$ cat config.mk
export PLATFORM = sky130hd
export DESIGN_NAME = mem_arbiter
export DESIGN_NICKNAME = d
export VERILOG_FILES = /design/src/rtl/mem_arbiter_pkg.sv /design/src/rtl/mem_arbiter_arb_pick.sv /design/src/rtl/mem_arbiter.sv
export SDC_FILE = /design/constraint.sdc
export NUM_CORES = 1
export LEC_CHECK = 0
export CAP_MARGIN = 30
export CORE_ASPECT_RATIO = 1.2
export CORE_MARGIN = 2
export CORE_UTILIZATION = 41
export DETAILED_ROUTE_END_ITERATION = 8
export MAX_ROUTING_LAYER = met4
export PLACE_DENSITY = 0.84
export SYNTH_ARGS = -nofsm -noshare
export SYNTH_HDL_FRONTEND = slang
export SYNTH_SLANG_ARGS = --single-unit
export TNS_END_PERCENT = 1
$ cat constraint.sdc
create_clock -name clk -period 2.1 [get_ports clk]
set_clock_uncertainty 0.05 [all_clocks]
set_input_delay 0.42 -clock clk [delete_from_list [all_inputs] [get_ports clk]]
set_output_delay 0.42 -clock clk [all_outputs]
set_load 0.005 [all_outputs]
$ cat src/rtl/mem_arbiter_pkg.sv
// Shared encodings for the instruction/data memory arbiter.
// Holds the FSM states, owner tags and counter widths.
package mem_arbiter_pkg;

  typedef enum logic [1:0] {
    ARB_IDLE  = 2'd0,
    ARB_ISSUE = 2'd1,
    ARB_WAIT  = 2'd2,
    ARB_ACK   = 2'd3
  } arb_state_t;

  typedef enum logic {
    ARB_OWN_I = 1'b0,
    ARB_OWN_D = 1'b1
  } arb_owner_t;

  // MEM_LAT tops out at 4, so the wait counter only needs to reach 3.
  localparam int LAT_W    = 2;
  // STARVE_MAX tops out at 15.
  localparam int STARVE_W = 4;

endpackage

$ cat src/rtl/mem_arbiter_arb_pick.sv
// Fixed-priority pick (data first) with a saturating starvation counter
// that hands the grant to fetch after STARVE_MAX back-to-back data wins.
module arb_pick
  import mem_arbiter_pkg::*;
#(
  parameter int STARVE_MAX = 4
) (
  input  logic       clk,
  input  logic       reset_n,
  input  logic       i_req,
  input  logic       d_req,
  input  logic       idle,
  input  logic       grant,
  output arb_owner_t winner
);

  logic [STARVE_W-1:0] starve_cnt_reg;
  logic                starved;

  assign starved = (starve_cnt_reg == STARVE_W'(STARVE_MAX));

  always_comb begin
    winner = ARB_OWN_I;
    if (d_req && !(i_req && starved)) begin
      winner = ARB_OWN_D;
    end
  end

  // A data grant with no fetch pending falls through to the idle clear.
  always_ff @(posedge clk) begin
    if (!reset_n) begin
      starve_cnt_reg <= '0;
    end else if (grant && (winner == ARB_OWN_I)) begin
      starve_cnt_reg <= '0;
    end else if (grant && i_req) begin
      if (!starved) begin
        starve_cnt_reg <= starve_cnt_reg + 1'b1;
      end
    end else if (idle && !i_req) begin
      starve_cnt_reg <= '0;
    end
  end

endmodule

$ cat src/rtl/mem_arbiter.sv
// Shares one single-port synchronous RAM between fetch and data ports,
// one transaction in flight, every output driven straight from a register.
module mem_arbiter
  import mem_arbiter_pkg::*;
#(
  parameter int AW         = 32,
  parameter int DW         = 32,
  parameter int MEM_LAT    = 1,
  parameter int STARVE_MAX = 4
) (
  input  logic          clk,
  input  logic          reset_n,
  input  logic          i_req,
  input  logic [AW-1:0] i_addr,
  output logic          i_ack,
  output logic [DW-1:0] i_rdata,
  input  logic          d_req,
  input  logic          d_rw,
  input  logic [AW-1:0] d_addr,
  input  logic [DW-1:0] d_wdata,
  output logic          d_ack,
  output logic [DW-1:0] d_rdata,
  output logic          m_en,
  output logic          m_rw,
  output logic [AW-1:0] m_addr,
  output logic [DW-1:0] m_wdata,
  input  logic [DW-1:0] m_rdata
);

  arb_state_t       state_reg;
  arb_owner_t       owner_reg;
  arb_owner_t       winner;
  logic             rw_reg;
  logic [LAT_W-1:0] lat_cnt_reg;
  logic             idle;
  logic             grant;

  logic             i_ack_reg;
  logic [DW-1:0]    i_rdata_reg;
  logic             d_ack_reg;
  logic [DW-1:0]    d_rdata_reg;
  logic             m_en_reg;
  logic             m_rw_reg;
  logic [AW-1:0]    m_addr_reg;
  logic [DW-1:0]    m_wdata_reg;

  assign idle  = (state_reg == ARB_IDLE);
  assign grant = idle && (i_req || d_req);

  arb_pick #(
    .STARVE_MAX(STARVE_MAX)
  ) u_pick (
    .clk    (clk),
    .reset_n(reset_n),
    .i_req  (i_req),
    .d_req  (d_req),
    .idle   (idle),
    .grant  (grant),
    .winner (winner)
  );

  // m_en and m_rw are raised on the grant edge so they are live in ISSUE;
  // the WAIT state spans MEM_LAT cycles and captures on its last one.
  always_ff @(posedge clk) begin
    if (!reset_n) begin
      state_reg   <= ARB_IDLE;
      owner_reg   <= ARB_OWN_I;
      rw_reg      <= 1'b0;
      lat_cnt_reg <= '0;
      i_ack_reg   <= 1'b0;
      i_rdata_reg <= '0;
      d_ack_reg   <= 1'b0;
      d_rdata_reg <= '0;
      m_en_reg    <= 1'b0;
      m_rw_reg    <= 1'b0;
      m_addr_reg  <= '0;
      m_wdata_reg <= '0;
    end else begin
      case (state_reg)
        ARB_IDLE: begin
          if (grant) begin
            owner_reg <= winner;
            m_en_reg  <= 1'b1;
            state_reg <= ARB_ISSUE;
            if (winner == ARB_OWN_D) begin
              rw_reg      <= d_rw;
              m_rw_reg    <= d_rw;
              m_addr_reg  <= d_addr;
              m_wdata_reg <= d_wdata;
            end else begin
              rw_reg      <= 1'b0;
              m_rw_reg    <= 1'b0;
              m_addr_reg  <= i_addr;
              m_wdata_reg <= '0;
            end
          end
        end
        ARB_ISSUE: begin
          m_en_reg    <= 1'b0;
          m_rw_reg    <= 1'b0;
          lat_cnt_reg <= LAT_W'(MEM_LAT - 1);
          state_reg   <= ARB_WAIT;
        end
        ARB_WAIT: begin
          if (lat_cnt_reg == '0) begin
            state_reg <= ARB_ACK;
            if (owner_reg == ARB_OWN_D) begin
              d_ack_reg   <= 1'b1;
              d_rdata_reg <= rw_reg ? '0 : m_rdata;
            end else begin
              i_ack_reg   <= 1'b1;
              i_rdata_reg <= m_rdata;
            end
          end else begin
            lat_cnt_reg <= lat_cnt_reg - 1'b1;
          end
        end
        ARB_ACK: begin
          i_ack_reg <= 1'b0;
          d_ack_reg <= 1'b0;
          state_reg <= ARB_IDLE;
        end
        default: state_reg <= ARB_IDLE;
      endcase
    end
  end

  assign i_ack   = i_ack_reg;
  assign i_rdata = i_rdata_reg;
  assign d_ack   = d_ack_reg;
  assign d_rdata = d_rdata_reg;
  assign m_en    = m_en_reg;
  assign m_rw    = m_rw_reg;
  assign m_addr  = m_addr_reg;
  assign m_wdata = m_wdata_reg;

endmodule

==> results.yml, run 1 <==
run_status:
  outcome: "completed"
hold_path:
  holdCritPathClass: "reg -> reg"
  min_to: "i_rdata[12]"
  hold_start: "i_rdata[12]"
  min_path_cells: 2
final_layout:
  finish.utilization: 0.6768
  nNetsFinal: 980
  finalNonFillerCells: 1020
  syn_to_final_growth_pct: 60.33
  design_area_sq_um: 9037
  drive_above_1_share: 0.06455
  diodes: 0
synth:
  ys_top_cells_by_area: "dfxtp_1 50%, nor2b_1 11%, a222oi_1 5.7%, nand2_1 4.7%, a21boi_0 4.5%"
  netlist_instances: 591
  synthArstFlopShare: 0
  avgSynthCellArea_sq_um: 9.537
  ys_seq_elements: 142
  synth_commonest_cells: "142 x dfxtp_1, 102 x nor2b_1, 71 x nand2_1"
  syn_nets: 732
  synth_top_area_frac: 0.5043
  synthFlopType: "dfxtp_1"
  yosysWarnings: 0
  syn-cell-area_sq_um: 5637
  synth.distinct_cells: 34
  synth_top_cell_by_area: "dfxtp_1"
  ys_seq_area_frac: 0.5043
  synth-edff-count: 0
  yosysMostFrequentCell: "dfxtp_1"
placed_design:
  io_buffers: 264
  hpwl_microns: 12650
  pre_cts_ws_ns: -0.06509
  gp_congestion: 0.8697
  dpl.cell_count: 987
  placed_cell_area_sq_um: 8407
floorplan:
  fp.coreArea_sq_um: 13350
  ioPinCount: 265
  die_h_microns: 132.4
  start_util: 0.4221
  fp.dieW_microns: 111.0
  floorplan.rows: 46
  dieArea_sq_um: 14710
routing:
  route.vias.total: 5451
  routed_wl_microns: 18410
  drt_first_pass_iters: 6
  vias_per_cell: 5.344
  drtIter0Drc: 505
  wl_per_cell_microns: 18.05
  drc: 0
  drt.antenna.violating_nets: 0
clock_tree:
  cts_htree_levels: 4
  cts.sinks: 142
  clk_latency_ns: 0.41
  postCtsHoldBufs: 0
  cts.clk_slew.worst_paths_ns: 0.06
  cts_resized: 0
  cts_root_buf: "clkbuf_16"
  postCtsSetupRepairBufs: 0
  clk_path_buf_depth: 2
  numCtsBuffers: 17
  cts_tree: "done"
setup_path:
  worst-path-buf-inv: 3
  cp_cell_sequence: "inv_1 > ha_1 > buf_4 > nand2_1 > a21oi_2 > buf_12 > nand2b_1 > nor4_1"
  rr_worst_depth: 8
  cp_max_fo: 33
  r2r_slack_ns: 0.17
  critPathKind: "reg -> reg"
  startpoint_type: "flop"
  slowest_delay_ns: 0.37
  r2r_end: "u_pick.starve_cnt_reg[2]"
  cp-end-kind: "flop"
  cp_data_arrival_time_ns: 2.19
  timing.rr.start: "state_reg[0]"
  cpMaxStageDelayCell: "dfxtp_1"
  required_ns: 2.36
  critPathTopFamily: "simple AND/OR/NAND/NOR gates"
timing:
  tightestPinTransition_ns: 0.4613
  setup_viol: 0
  slew_headroom: 0.6925
  timing.fmax_ghz: 0.5188
  final-hold-violation-count: 0
  period_share: 0.9179
  rsz0062_at_grt: "yes"
  finalCriticalPeriod_ns: 1.927
  slew_viol_final: 0
  timing.final.ws_setup_ns: 0.1725
  holdWs_ns: 0.4119
global_route:
  met2_usage: 0.4145
  met3_usage: 0.05131
  grt_start_max_net_pins: 81
  overflow: 0
  grt_pass1_vias: 5363
  track_usage: 0.2429
  grt_pass1_wl_microns: 27810
  grt_use_met1: 0.2651
  antenna_found_initial: 0
  grt.busiest_layer: "met2"
flow_run:
  max_cap_viol_count: 0
pwr:
  power.leakage_nw: 3.132
  irDropWorstVdd_mv: 0.8282
  pwr_density_cell_nw_per_um2: 1005
[layer usage]
layer | share of wire | wire, microns | vias to the layer above
met4 | 0.044 | 818 | 0
met2 | 0.53 | 9728 | 206
li1 | - | - | 2575
met3 | 0.049 | 906 | 57
met1 | 0.38 | 6958 | 2613
met5 | 0 | 0 | -
[power by group]
part | internal, mW | switching [mW]
clock network | 1.93 | 1.17
registers | 3.08 | 0.227
logic | 1.40 | 1.27
total | 6.42 | 2.67
[layout by cell type, fill, tap and decap left out, drive strengths merged, types with 2 or more instances in the layout]
cell type / instances
a21boi: 34
nand4: 4
and2: 3
inv: 11
a22oi: 34
o21ai: 6
bufinv: 3
dfxtp: 142
nor2b: 102
ha: 8
clkdlybuf4s50: 263
clkinvlp: 3
nand3: 2
nand2: 71
a21oi: 40
nor2: 6
and3: 2
a222oi: 32
clkinv: 5
buf: 16
clkbuf: 19
nand2b: 2
nor3b: 33
[worst register-to-register path: cells and delay by family (launching register included)]
kind            cells  cell delay, ns
compound gates      1            0.05
fa+ha+maj           1            0.28
buf+inv             3            0.49
flops               1            0.37
simple gates        3            0.60
[area by class of cell]
class	count	area [sq um]
flip-flops and latches	142	2843
clock buffers	19	452.9
well taps	168	210.2
repair buffers	279	2791
fillers	1025	4315
multi-input cells	390	2544
inverters	9	33.78
clock inverters	13	162.7
[logic make-up after synthesis]
family | after synthesis | share of synthesized area
adder cells (fa/ha/maj) | 8 | 0.01776
AND/OR/NAND/NOR | 229 | 0.2311
AO/OA/AOI/OAI | 152 | 0.1976
flip-flops | 142 | 0.5043
buffers and inverters | 60 | 0.04928
[per-stage QoR]
| stage | setup TNS (ns) | total power, mW |
|---|---|---|
| floorplan | 0 | 4.649 |
| global placement | -0.01836 | 5.854 |
| detailed placement | -1.567 | 5.982 |
| CTS | 0 | 9.090 |
| global route | 0 | 9.508 |
| finish | 0 | 9.087 |
[worst max path at each step]
| stage | from | endpoint | slack (ns) | cells after the start |
|---|---|---|---|---|
| 3_3_place_gp | i_req | m_addr[0] | -0.02 | 5 |
| 4_1_cts | u_pick.starve_cnt_reg[0] | m_addr[29] | 0.08 | 6 |
| 3_5_place_dp | i_req | m_addr[0] | -0.07 | 5 |
| 2_1_floorplan | u_pick.starve_cnt_reg[0] | m_addr[23] | 0.41 | 8 |
| 5_1_grt | state_reg[0] | u_pick.starve_cnt_reg[2] | 0.005 | 8 |
| 6_report | state_reg[0] | u_pick.starve_cnt_reg[2] | 0.17 | 8 |
(Power assumes the default switching activity.)
==> run 2, diff against run 1 <==
--- a/config.mk
+++ b/config.mk
@@ -12,6 +12,7 @@
 export DETAILED_ROUTE_END_ITERATION = 8
 export MAX_ROUTING_LAYER = met4
 export PLACE_DENSITY = 0.84
+export RECOVER_POWER = 100
 export SYNTH_ARGS = -nofsm -noshare
 export SYNTH_HDL_FRONTEND = slang
 export SYNTH_SLANG_ARGS = --single-unit
==> results of run 2 <==
No change in the layout: final DEF, timing and power equal those of run 1.
==> run 3, diff against run 2 <==
--- a/config.mk
+++ b/config.mk
@@ -7,7 +7,7 @@
 export LEC_CHECK = 0
 export CAP_MARGIN = 30
 export CORE_ASPECT_RATIO = 1.2
-export CORE_MARGIN = 2
+export CORE_MARGIN = 8
 export CORE_UTILIZATION = 41
 export DETAILED_ROUTE_END_ITERATION = 8
 export MAX_ROUTING_LAYER = met4
==> results.yml, run 3 (same netlist as run 1, synthesis figures left out) <==
run_status:
  outcome: "completed"
floorplan:
  fp.coreArea_sq_um: 13640
  ioPinCount: 265
  die_h_microns: 144.4
  fp.dieW_microns: 123.0
  start_util: 0.4132
  floorplan.rows: 47
  dieArea_sq_um: 17770
routing:
  routed_wl_microns: 19150
  drt_first_pass_iters: 7
  wl_per_cell_microns: 18.69
  drt.antenna.violating_nets: 0
  drtIter0Drc: 497
  drc: 0
  vias_per_cell: 5.185
  route.vias.total: 5315
setup_path:
  cpMaxStageDelayCell: "dfxtp_1"
  required_ns: 2.34
  critPathKind: "reg -> reg"
  rr_worst_depth: 8
  worst-path-buf-inv: 4
  cpMostUsedCell: "buf_12"
  cp_max_fo: 42
  startpoint_type: "flop"
  cp.depth: 8
  critPathTopFamily: "buffers and inverters"
  cp-end-kind: "flop"
  cp_cell_sequence: "inv_1 > ha_1 > clkbuf_1 > o21ai_4 > buf_12 > buf_12 > a22oi_1 > nor2b_1"
  cp_data_arrival_time_ns: 2.14
  slowest_delay_ns: 0.33
global_route:
  track_usage: 0.2183
  grt_pass1_vias: 5406
  grt_pass1_wl_microns: 28990
  overflow: 0
  antenna_found_initial: 0
  grt_start_max_net_pins: 73
clock_tree:
  cts_htree_levels: 4
  postCtsHoldBufs: 0
  clk_latency_ns: 0.41
  cts_root_buf: "clkbuf_16"
  cts.clk_slew.worst_paths_ns: 0.06
  postCtsSetupRepairBufs: 0
  cts_resized: 0
  clk_path_buf_depth: 2
  cts.sinks: 142
  numCtsBuffers: 17
  cts_tree: "done"
timing:
  tightestPinTransition_ns: 0.5747
  finalCriticalPeriod_ns: 1.905
  holdWs_ns: 0.4055
  slew_headroom: 0.6169
  setup_viol: 0
  slew_viol_final: 0
  final-hold-violation-count: 0
  rsz0062_at_grt: "no"
  timing.fmax_ghz: 0.5251
  timing.final.ws_setup_ns: 0.1954
  period_share: 0.9069
placed_design:
  io_buffers: 264
  dpl.cell_count: 996
  placed_cell_area_sq_um: 8543
  pre_cts_ws_ns: -0.003639
  gp_congestion: 0.8203
  hpwl_microns: 13810
final_layout:
  syn_to_final_growth_pct: 59.69
  final_common_cell: "dfxtp_1"
  drive_above_1_share: 0.05738
  design_area_sq_um: 9001
  finalNonFillerCells: 1025
  nNetsFinal: 985
  layout_common_cells: "142 x dfxtp_1, 132 x dlygate4sd3_1, 131 x clkdlybuf4s50_1"
  diodes: 0
hold_path:
  min_path_cells: 2
  holdCritPathClass: "reg -> reg"
pwr:
  pwr_density_cell_nw_per_um2: 957.2
  irDropWorstVdd_mv: 0.6890
  power.leakage_nw: 3.529
  power_mw: 8.616
flow_run:
  max_cap_viol_count: 0
-- run 3: layout make-up --
| type | instances | area [sq um] |
|---|---|---|
| fill | 1086 | 4642 |
| timing repair buffer | 285 | 2883 |
| sequential | 142 | 2843 |
| multi-input combinational | 389 | 2515 |
| clock buffer | 22 | 444.2 |
| tap | 171 | 214.0 |
| clock inverter | 7 | 68.82 |
| inverter | 9 | 33.78 |
-- run 3: through the flow --
step | util | setup TNS (ns)
CTS | 0.6638 | 0
detailed placement | 0.6262 | -0.003639
finish | 0.6598 | 0
floorplan | - | 0
global placement | 0.6262 | 0
global route | 0.6598 | 0
-- run 3: power by group --
part           switching, mW  internal, mW  total [mW]
logic                   1.28          1.38        2.66
registers              0.193          3.08        3.27
clock network           1.08          1.60        2.68
-- run 3: per-layer routing --
metal  global-route usage  part of all wire  vias up
met1               0.2444              0.39     2484
met4               0.1111             0.033        0
met3              0.05469             0.058       41
met2               0.3551              0.52      198
li1                     -                 -     2592
met5                    -                 0        -
-- run 3: path summary, 6_finish.rpt --
check	to	startpoint	slack, ns
worst max-delay path	m_wdata[22]	state_reg[0]	0.20
worst min-delay path	i_rdata[4]	i_rdata[4]	0.41
worst max register to register	m_wdata[22]	state_reg[0]	0.20
worst min register to register	i_rdata[4]	i_rdata[4]	0.41
-- run 3: worst min-delay path, stage by stage, from the launching register on --
cell,delay [ns]
dfxtp_1,0.30
nand2_1,0.04
a21boi_0,0.06
